--- src/rtl/nios2_div_pkg.sv ---
// Shared types and constants for the Nios II iterative divide cell.
package nios2_div_pkg;

    localparam int WIDTH_DEF = 32;
    localparam logic [WIDTH_DEF-1:0] INT_MIN = {1'b1, {(WIDTH_DEF-1){1'b0}}};

    typedef enum logic [1:0] {
        ST_IDLE = 2'd0,
        ST_CALC = 2'd1,
        ST_FIX  = 2'd2,
        ST_DONE = 2'd3
    } div_state_e;

    typedef struct packed {
        logic neg_quo;
        logic neg_rem;
        logic rem_sel;
        logic div_zero;
        logic overflow;
    } div_flags_t;

endpackage

--- src/rtl/nios2_div_step.sv ---
// One restoring-division step: shift {rem,quo} left, subtract the divisor if it fits.
module nios2_div_step #(
    parameter int WIDTH = 32
) (
    input  logic [WIDTH-1:0] rem_i,
    input  logic [WIDTH-1:0] quo_i,
    input  logic [WIDTH-1:0] div_i,
    output logic [WIDTH-1:0] rem_o,
    output logic [WIDTH-1:0] quo_o
);

    logic [WIDTH:0] shifted;
    logic [WIDTH:0] trial;
    logic           fits;
    logic           unused_trial_msb;

    // A successful trial is always below the divisor, so its top bit is zero.
    assign shifted          = {rem_i, quo_i[WIDTH-1]};
    assign trial            = shifted - {1'b0, div_i};
    assign fits             = (shifted >= {1'b0, div_i});
    assign unused_trial_msb = trial[WIDTH];

    always_comb begin
        if (fits) begin
            rem_o = trial[WIDTH-1:0];
            quo_o = {quo_i[WIDTH-2:0], 1'b1};
        end else begin
            rem_o = shifted[WIDTH-1:0];
            quo_o = {quo_i[WIDTH-2:0], 1'b0};
        end
    end

endmodule

--- src/rtl/nios2_qsys_div_cell.sv ---
// Multi-cycle signed/unsigned integer divider with fixed latency WIDTH+2 from start to done.
module nios2_qsys_div_cell
    import nios2_div_pkg::*;
#(
    parameter int WIDTH = WIDTH_DEF,
    parameter int CNT_W = 6
) (
    input  logic             clk,
    input  logic             reset_n,
    input  logic             E_div_start,
    input  logic             E_ctrl_div_signed,
    input  logic             E_ctrl_div_rem,
    input  logic [WIDTH-1:0] E_src1_div_cell,
    input  logic [WIDTH-1:0] E_src2_div_cell,
    input  logic             W_div_cancel,
    output logic             div_busy,
    output logic             A_div_cell_done,
    output logic [WIDTH-1:0] A_div_cell_result
);

    localparam logic [WIDTH-1:0] INT_MIN_W = {1'b1, {(WIDTH-1){1'b0}}};

    div_state_e       state_q, state_d;
    logic [CNT_W-1:0] cnt_q, cnt_d;
    logic [WIDTH-1:0] rem_q, rem_d;
    logic [WIDTH-1:0] quo_q, quo_d;
    logic [WIDTH-1:0] div_q, div_d;
    div_flags_t       flags_q, flags_d;
    logic [WIDTH-1:0] result_q, result_d;

    logic [WIDTH-1:0] step_rem, step_quo;
    logic             src1_neg, src2_neg;
    logic [WIDTH-1:0] src1_mag, src2_mag;
    logic [WIDTH-1:0] quo_fix, rem_fix;

    assign src1_neg = E_ctrl_div_signed & E_src1_div_cell[WIDTH-1];
    assign src2_neg = E_ctrl_div_signed & E_src2_div_cell[WIDTH-1];
    assign src1_mag = src1_neg ? -E_src1_div_cell : E_src1_div_cell;
    assign src2_mag = src2_neg ? -E_src2_div_cell : E_src2_div_cell;

    nios2_div_step #(.WIDTH(WIDTH)) u_step (
        .rem_i (rem_q),
        .quo_i (quo_q),
        .div_i (div_q),
        .rem_o (step_rem),
        .quo_o (step_quo)
    );

    // With a zero divisor the restoring loop leaves |src1| in rem, so the dividend
    // sign fix reproduces the original src1 exactly; only the quotient is forced.
    always_comb begin
        quo_fix = flags_q.neg_quo ? -quo_q : quo_q;
        rem_fix = flags_q.neg_rem ? -rem_q : rem_q;
        if (flags_q.div_zero) begin
            quo_fix = '1;
        end
        if (flags_q.overflow) begin
            quo_fix = INT_MIN_W;
            rem_fix = '0;
        end
    end

    // NOTE: every output of this block gets a default first, so no path can infer a latch.
    always_comb begin
        state_d  = state_q;
        cnt_d    = cnt_q;
        rem_d    = rem_q;
        quo_d    = quo_q;
        div_d    = div_q;
        flags_d  = flags_q;
        result_d = result_q;

        unique case (state_q)
            ST_IDLE: begin
                if (E_div_start && !W_div_cancel) begin
                    state_d          = ST_CALC;
                    cnt_d            = CNT_W'(WIDTH);
                    rem_d            = '0;
                    quo_d            = src1_mag;
                    div_d            = src2_mag;
                    flags_d.neg_quo  = src1_neg ^ src2_neg;
                    flags_d.neg_rem  = src1_neg;
                    flags_d.rem_sel  = E_ctrl_div_rem;
                    flags_d.div_zero = (E_src2_div_cell == '0);
                    flags_d.overflow = E_ctrl_div_signed
                                     && (E_src1_div_cell == INT_MIN_W)
                                     && (E_src2_div_cell == '1);
                end
            end
            ST_CALC: begin
                rem_d = step_rem;
                quo_d = step_quo;
                cnt_d = cnt_q - CNT_W'(1);
                if (cnt_q == CNT_W'(1)) begin
                    state_d = ST_FIX;
                end
            end
            ST_FIX: begin
                state_d  = ST_DONE;
                result_d = flags_q.rem_sel ? rem_fix : quo_fix;
            end
            ST_DONE: begin
                state_d = ST_IDLE;
            end
            default: begin
                state_d = ST_IDLE;
            end
        endcase

        if (W_div_cancel && (state_q != ST_IDLE)) begin
            state_d  = ST_IDLE;
            cnt_d    = '0;
            result_d = result_q;
        end
    end

    // NOTE: sequential state uses non-blocking assignments so all registers update together.
    always_ff @(posedge clk or negedge reset_n) begin
        if (!reset_n) begin
            state_q  <= ST_IDLE;
            cnt_q    <= '0;
            rem_q    <= '0;
            quo_q    <= '0;
            div_q    <= '0;
            flags_q  <= '0;
            result_q <= '0;
        end else begin
            state_q  <= state_d;
            cnt_q    <= cnt_d;
            rem_q    <= rem_d;
            quo_q    <= quo_d;
            div_q    <= div_d;
            flags_q  <= flags_d;
            result_q <= result_d;
        end
    end

    assign div_busy          = (state_q == ST_CALC) || (state_q == ST_FIX);
    assign A_div_cell_done   = (state_q == ST_DONE);
    assign A_div_cell_result = result_q;

    // The core stalls on div_busy, so a start seen while busy is a pipeline bug.
    assert property (@(posedge clk) disable iff (!reset_n) !(E_div_start && div_busy))
        else $error("div cell: start issued while busy");

endmodule
--- config.mk ---
export PLATFORM = sky130hd
export DESIGN_NAME = nios2_qsys_div_cell
export DESIGN_NICKNAME = d
export VERILOG_FILES = /design/src/rtl/nios2_div_pkg.sv /design/src/rtl/nios2_div_step.sv /design/src/rtl/nios2_qsys_div_cell.sv
export SDC_FILE = /design/constraint.sdc
export NUM_CORES = 1
export LEC_CHECK = 0
export ABC_AREA = 0
export ABC_CLOCK_PERIOD_IN_PS = 3200
export CELL_PAD_IN_SITES_DETAIL_PLACEMENT = 1
export CELL_PAD_IN_SITES_GLOBAL_PLACEMENT = 1
export CORE_MARGIN = 5
export CORE_UTILIZATION = 44
export CTS_CLUSTER_DIAMETER = 150
export DETAILED_ROUTE_END_ITERATION = 10
export PLACE_DENSITY = 0.89
export SLEW_MARGIN = 40
export SYNTH_ARGS = -nofsm -noshare
export SYNTH_HDL_FRONTEND = slang
export SYNTH_SLANG_ARGS = --single-unit
--- constraint.sdc ---
create_clock -name clk -period 3.2 [get_ports clk]
set_input_delay 0.48 -clock clk [delete_from_list [all_inputs] [get_ports clk]]
set_output_delay 0.48 -clock clk [all_outputs]
set_load 0.005 [all_outputs]
==> impl_metrics.csv, run 1 <==
group,metric,value,unit
status,status,"finished with violations",
status,violations,"setup timing",
critical_path,cp_data_arrival_time,3.51,ns
critical_path,r2r_start,"quo_q[31]",
yosys,synth_seq_cells,141,
critical_path,reg2reg_slack,-0.002,ns
die,dieArea,27300,sq um
clocking,clk_transition_reported_paths,0.06,ns
placement,dp_hpwl,26450,um
clocking,insertion_delay,0.44,ns
hold_path,hold_class,"in -> async",
finish,multi_input_area,6609,sq um
placement,placed_cells,1704,
clocking,numCtsBuffers,17,
finish,area_growth,21.48,%
timing,period_minus_slack,3.202,ns
timing,drv_slew,0,
yosys,synth_top_family_by_area,"compound AO/OA/AOI/OAI gates",
critical_path,crit_type,"reg -> reg",
drt,drtAntennaViolNets,0,
yosys,muxShareOfSynthArea,1.322,%
drt,wl,36780,um
timing,setup_viol,1,
clocking,clockRootBuffer,"clkbuf_16",
critical_path,end_kind,"flop",
global_route,grt_pass1_vias,11110,
timing,fin_crit_sh,100.1,%
timing,fmax,0.3123,GHz
clocking,cts_tree,"yes",
yosys,synth_fp_nets,1422,
drt,wl_per_cell,21.15,um
finish,drive_gt1_share,8.169,%
placement,place_congestion,0.9285,
timing,fin_tns_setup,-0.002494,ns
yosys,netlist_top_cells_count,"nand2_1, o21ai_0, dfrtp_1, a21oi_1, xor2_1",
finish,ff_latch_area,3530,sq um
drt,vias,10580,
timing,slew_headroom,48.42,%
drt,vias_per_cell,6.083,
drt,drtIter0Drc,714,
power,peakVddDrop,0.4851,mV
yosys,synth_compound_area_share,25.45,%
clocking,cts_sinks,141,
yosys,synth_cell_types,66,
critical_path,rr_endpoint,"rem_q[10]",
yosys,ys_seq_area_share,33.29,%
die,fp.dieW,165.2,um
finish,nFillCells,2831,
timing,final_hold_viol_count,0,
drt,post-route-drc-count,0,
yosys,synth-main-ff-cell,"dfrtp_1",
yosys,ys_async_sr_fraction,100.0,%
yosys,synth_top_area_share,33.29,%
die,core,23610,sq um
critical_path,rr_worst_depth,12,
timing,layout_setup_ws,-0.002494,ns
yosys,synth_top_cell_by_area,"dfrtp_1",
finish,nets,1521,
placement,io_buffers,103,
yosys,synth_xor_area_share,11.57,%
global_route,globalRoute.totalOverflow,0,
yosys,synth_adder_area_share,5.264,%
die,start_util,44.89,%
global_route,antenna_found_initial,0,
yosys,synth-edff-count,0,
finish,diodes,0,
global_route,track_usage,26.82,%
power,p_leak,5.571,nW
yosys,synth-simple-area-share,18.01,%
run,max_cap_viol_count,0,
yosys,synth_area,10600,sq um
critical_path,crit_fanout,3,
global_route,grt_max_degree,96,
finish,fin_cells,1739,
yosys,synthCells,1308,
yosys,yosysMostFrequentCell,"nand2_1",
yosys,yosys_warnings,0,
finish,fin_area,12880,sq um
clocking,cts.htree.levels,4,
clocking,clock_path_buffers,2,
drt,drtPass1Iterations,5,
critical_path,critPathLaunchType,"flop",
die,pin_count,104,
die,fp-row-count,56,
die,chipHeight,165.2,um
placement,pre_cts_ws,-0.1007,ns
placement,place_area,12130,sq um
timing,worst_pin_slew,0.7709,ns
yosys,avgSynthCellArea,8.104,sq um
critical_path,cp.required,3.51,ns
global_route,grt_pass1_wl,58550,um
power,powerDensity,1090,nW/um^2
yosys,synth_area_leaders,"dfrtp_1, o21ai_0, xor2_1",
timing,skew,0.01338,ns
state kept, by name, indices dropped and copies added, names as in the netlist:
signal             count
div_q                 32
A_div_cell_result     32
rem_q                 32
quo_q                 32
cnt_q                  6
state_q                2
flags_q                5
worst max-delay path, stage by stage (launching register included):
cell	delay, ns
dfrtp_1	0.40
inv_1	0.09
ha_1	0.18
inv_1	0.06
fa_1	0.40
a21o_1	0.21
a221oi_2	0.31
o22ai_1	0.20
o21ai_0	0.34
or3b_2	0.50
and3b_1	0.20
a21oi_1	0.11
o21ai_0	0.09
where the power goes:
group	switching (W)	internal (W)
logic	0.00492	0.00338
clock network	0.000859	0.00134
registers	0.00101	0.00254
worst max path at each step:
stage / start / slack (ns) / to / cells past startpoint
6_report: quo_q[31] / -0.002 / rem_q[10] / 12
3_5_place_dp: rem_q[0] / -0.10 / rem_q[16] / 10
2_1_floorplan: quo_q[31] / 0.30 / rem_q[18] / 13
5_1_grt: quo_q[31] / -0.11 / rem_q[10] / 12
4_1_cts: div_q[7] / 0.002 / rem_q[31] / 11
3_3_place_gp: rem_q[5] / 0.13 / rem_q[26] / 10
what timing repair did:
item / 4_1_cts / 5_1_grt
pin swaps: 0 / 1
endpoints found under the setup margin: 10 / 31
gates resized for setup: 4 / 15
endpoints found under the hold margin: 0 / 20
hold buffers: 0 / 1
setup buffers: 0 / 1
gates cloned: 0 / 0
layout by cell type, fill, tap and decap left out, types with 12 or more instances in the layout:
master	count
nand3_1	25
a21o_1	24
nand2_1	159
a221oi_1	16
clkbuf_16	17
mux2i_1	14
o31ai_1	28
clkdlybuf4s50_1	102
nand4_1	14
xnor2_1	56
buf_4	45
nor3_1	21
a21oi_1	109
ha_1	42
a22o_1	16
inv_1	68
or3_1	12
nor4_1	13
dfrtp_1	140
xor2_1	84
o21ai_0	155
nor2_1	78
stage by stage:
step | power, W | hold WS, ns | utilization [%]
4_1_cts | 0.01375 | 0.09258 | 54.13
2_1_floorplan | 0.008585 | 0.1844 | -
3_5_place_dp | 0.01131 | 0.4690 | 51.37
5_1_grt | 0.01495 | 0.4887 | 54.54
6_report | 0.01404 | 0.4658 | 54.54
3_3_place_gp | 0.01090 | 0.4616 | 51.35
routing by layer:
metal	up-vias	share of wire (%)	track usage (%)	wire length, um
met5	-	0	0	0
met4	0	3.4	10.78	1240
met3	98	4.8	3.797	1782
met2	321	49	46.18	18120
met1	5276	43	33.88	15630
li1	4884	-	-	-
cell families after synthesis:
kind of cell / Yosys count
simple gates: 394
mux: 14
compound gates: 435
flops: 141
fa+ha+maj: 44
xor+xnor: 140
buf+inv: 140
layout make-up:
| cell class | instances | share of cell area (%) |
|---|---|---|
| repair buffers | 152 | 11.20 |
| inverters | 68 | 1.982 |
| clock inverters | 14 | 1.574 |
| clock buffers | 18 | 3.410 |
| well taps | 319 | 3.099 |
| multi-input cells | 1027 | 51.32 |
| flip-flops and latches | 141 | 27.41 |
(Power assumes the default switching activity.)
==> run 2: changes to the inputs <==
ABC_CLOCK_PERIOD_IN_PS = 3240   (was 3200)
clock period = 3.24 ns   (was 3.2 ns; I/O delays follow)
==> impl_metrics.csv, run 2 (synthesis results as in run 1) <==
group,metric,value,unit
drt,wl,36220,um
finish,drive_gt1_share,8.351,%
clocking,clockRootBuffer,"clkbuf_16",
timing,fmax,0.3180,GHz
critical_path,end_kind,"flop",
critical_path,cp_data_arrival_time,3.45,ns
clocking,numCtsBuffers,17,
placement,place_congestion,0.9650,
finish,fin_cells,1744,
timing,period_minus_slack,3.145,ns
placement,dp_hpwl,26740,um
finish,diodes,0,
timing,layout_setup_ws,0.09495,ns
clocking,clock_path_buffers,2,
clocking,cts.htree.levels,4,
hold_path,whs_path_depth,2,
die,dieArea,27300,sq um
die,fp.dieW,165.2,um
critical_path,crit_type,"reg -> reg",
drt,vias,10590,
global_route,antenna_found_initial,0,
global_route,grt_pass1_vias,11000,
critical_path,rr_endpoint,"rem_q[10]",
timing,fin_tns_setup,0,ns
global_route,grt_max_degree,103,
die,core,23610,sq um
global_route,globalRoute.totalOverflow,0,
critical_path,rr_worst_depth,13,
timing,drv_slew,0,
power,p_leak,5.582,nW
drt,wl_per_cell,20.77,um
timing,fin_crit_sh,97.07,%
placement,pre_cts_ws,-0.003512,ns
critical_path,r2r_start,"quo_q[31]",
clocking,cts_tree,"yes",
critical_path,reg2reg_slack,0.09,ns
hold_path,hold_class,"reg -> reg",
finish,final_cell_mix,"nand2_1, o21ai_0, dfrtp_1",
drt,drtPass1Iterations,5,
die,fp-row-count,56,
timing,setup_viol,0,
power,powerDensity,1064,nW/um^2
global_route,grt_pass1_wl,57870,um
hold_path,hp-start,"div_q[10]",
drt,drtIter0Drc,768,
finish,mostFrequentLayoutCell,"nand2_1",
clocking,cts_sinks,141,
die,pin_count,104,
drt,post-route-drc-count,0,
finish,area_growth,21.55,%
timing,worst_pin_slew,0.8352,ns
finish,final_core_util,54.57,%
power,peakVddDrop,0.5028,mV
placement,placed_cells,1710,
drt,vias_per_cell,6.075,
global_route,track_usage,26.52,%
clocking,cts_setup_buffers,0,
clocking,clk_transition_reported_paths,0.06,ns
timing,slew_headroom,44.12,%
critical_path,crit_fanout,4,
status,status,"completed",
placement,io_buffers,103,
timing,skew,0.01228,ns
drt,drtAntennaViolNets,0,
critical_path,critPathLaunchType,"flop",
hold_path,holdPathEnd,"div_q[10]",
die,chipHeight,165.2,um
finish,nets,1526,
clocking,insertion_delay,0.43,ns
die,start_util,44.89,%
run,max_cap_viol_count,0,
critical_path,cp.required,3.55,ns
timing,final_hold_viol_count,0,
[run 2: cell types whose count changed in the layout (fill, tap and decap cells not counted), moves of 2 or more]
cell       previous run  this run
bufinv_16             4         1
inv_8                 0         5
buf_4                45        49
inv_6                 5         3
buf_12                1         3
[run 2: worst max-delay path, cell delays in order, from the launching register on]
cell and delay, ns:
dfrtp_1 0.40, inv_1 0.09, ha_1 0.22, inv_1 0.09
fa_1 0.41, a21o_1 0.21, a221oi_2 0.22, buf_4 0.17
o22ai_1 0.13, o21ai_1 0.19, or3b_2 0.48, and3b_1 0.20
a21oi_1 0.12, o21ai_0 0.09
[run 2: layer usage]
layer	GRT usage, %	vias up	share of wire (%)
met2	46.25	333	50
met5	0	-	0
met1	34.16	5291	42
li1	-	4891	-
met3	3.351	79	4.9
met4	8.507	0	2.8
[run 2: worst max path at each step]
stage / slack [ns] / cells past startpoint / startpoint / endpoint
floorplan: 0.34 / 13 / quo_q[31] / rem_q[18]
global placement: 0.17 / 10 / rem_q[5] / rem_q[27]
detailed placement: -0.004 / 10 / rem_q[5] / rem_q[16]
CTS: 0.003 / 10 / rem_q[5] / rem_q[19]
global route: -0.05 / 14 / quo_q[31] / rem_q[16]
finish: 0.09 / 13 / quo_q[31] / rem_q[10]
[run 2: layout make-up]
class | instances | area [sq um]
Sequential cell | 141 | 3528
Clock buffer | 17 | 425.4
Multi-Input combinational cell | 1027 | 6620
Inverter | 68 | 255.2
Timing Repair Buffer | 157 | 1501
Clock inverter | 15 | 155.1
Fill cell | 2866 | 10730
Tap cell | 319 | 399.1
[run 2: power by group]
group | total, W | switching, W | internal [W] | leakage (nW)
Clock | 0.00198 | 0.000890 | 0.00109 | 0.284
Sequential | 0.00346 | 0.000955 | 0.00251 | 1.80
Combinational | 0.00827 | 0.00481 | 0.00346 | 3.50
[run 2: repair_timing]
item                       CTS  global route
setup endpoints to repair   10            24
hold buffers                 0             1
hold endpoints to repair     0            34
pin swaps                    0             1
gates resized for setup      2            15
[run 2: metrics by stage]
stage	power, W	cell area, sq um	hold slack (ns)
2_1_floorplan	0.008479	10600	0.1904
4_1_cts	0.01348	12780	0.1423
5_1_grt	0.01465	12880	0.5015
3_5_place_dp	0.01132	12200	0.4701
3_3_place_gp	0.01090	12200	0.4578
6_report	0.01371	12880	0.4849
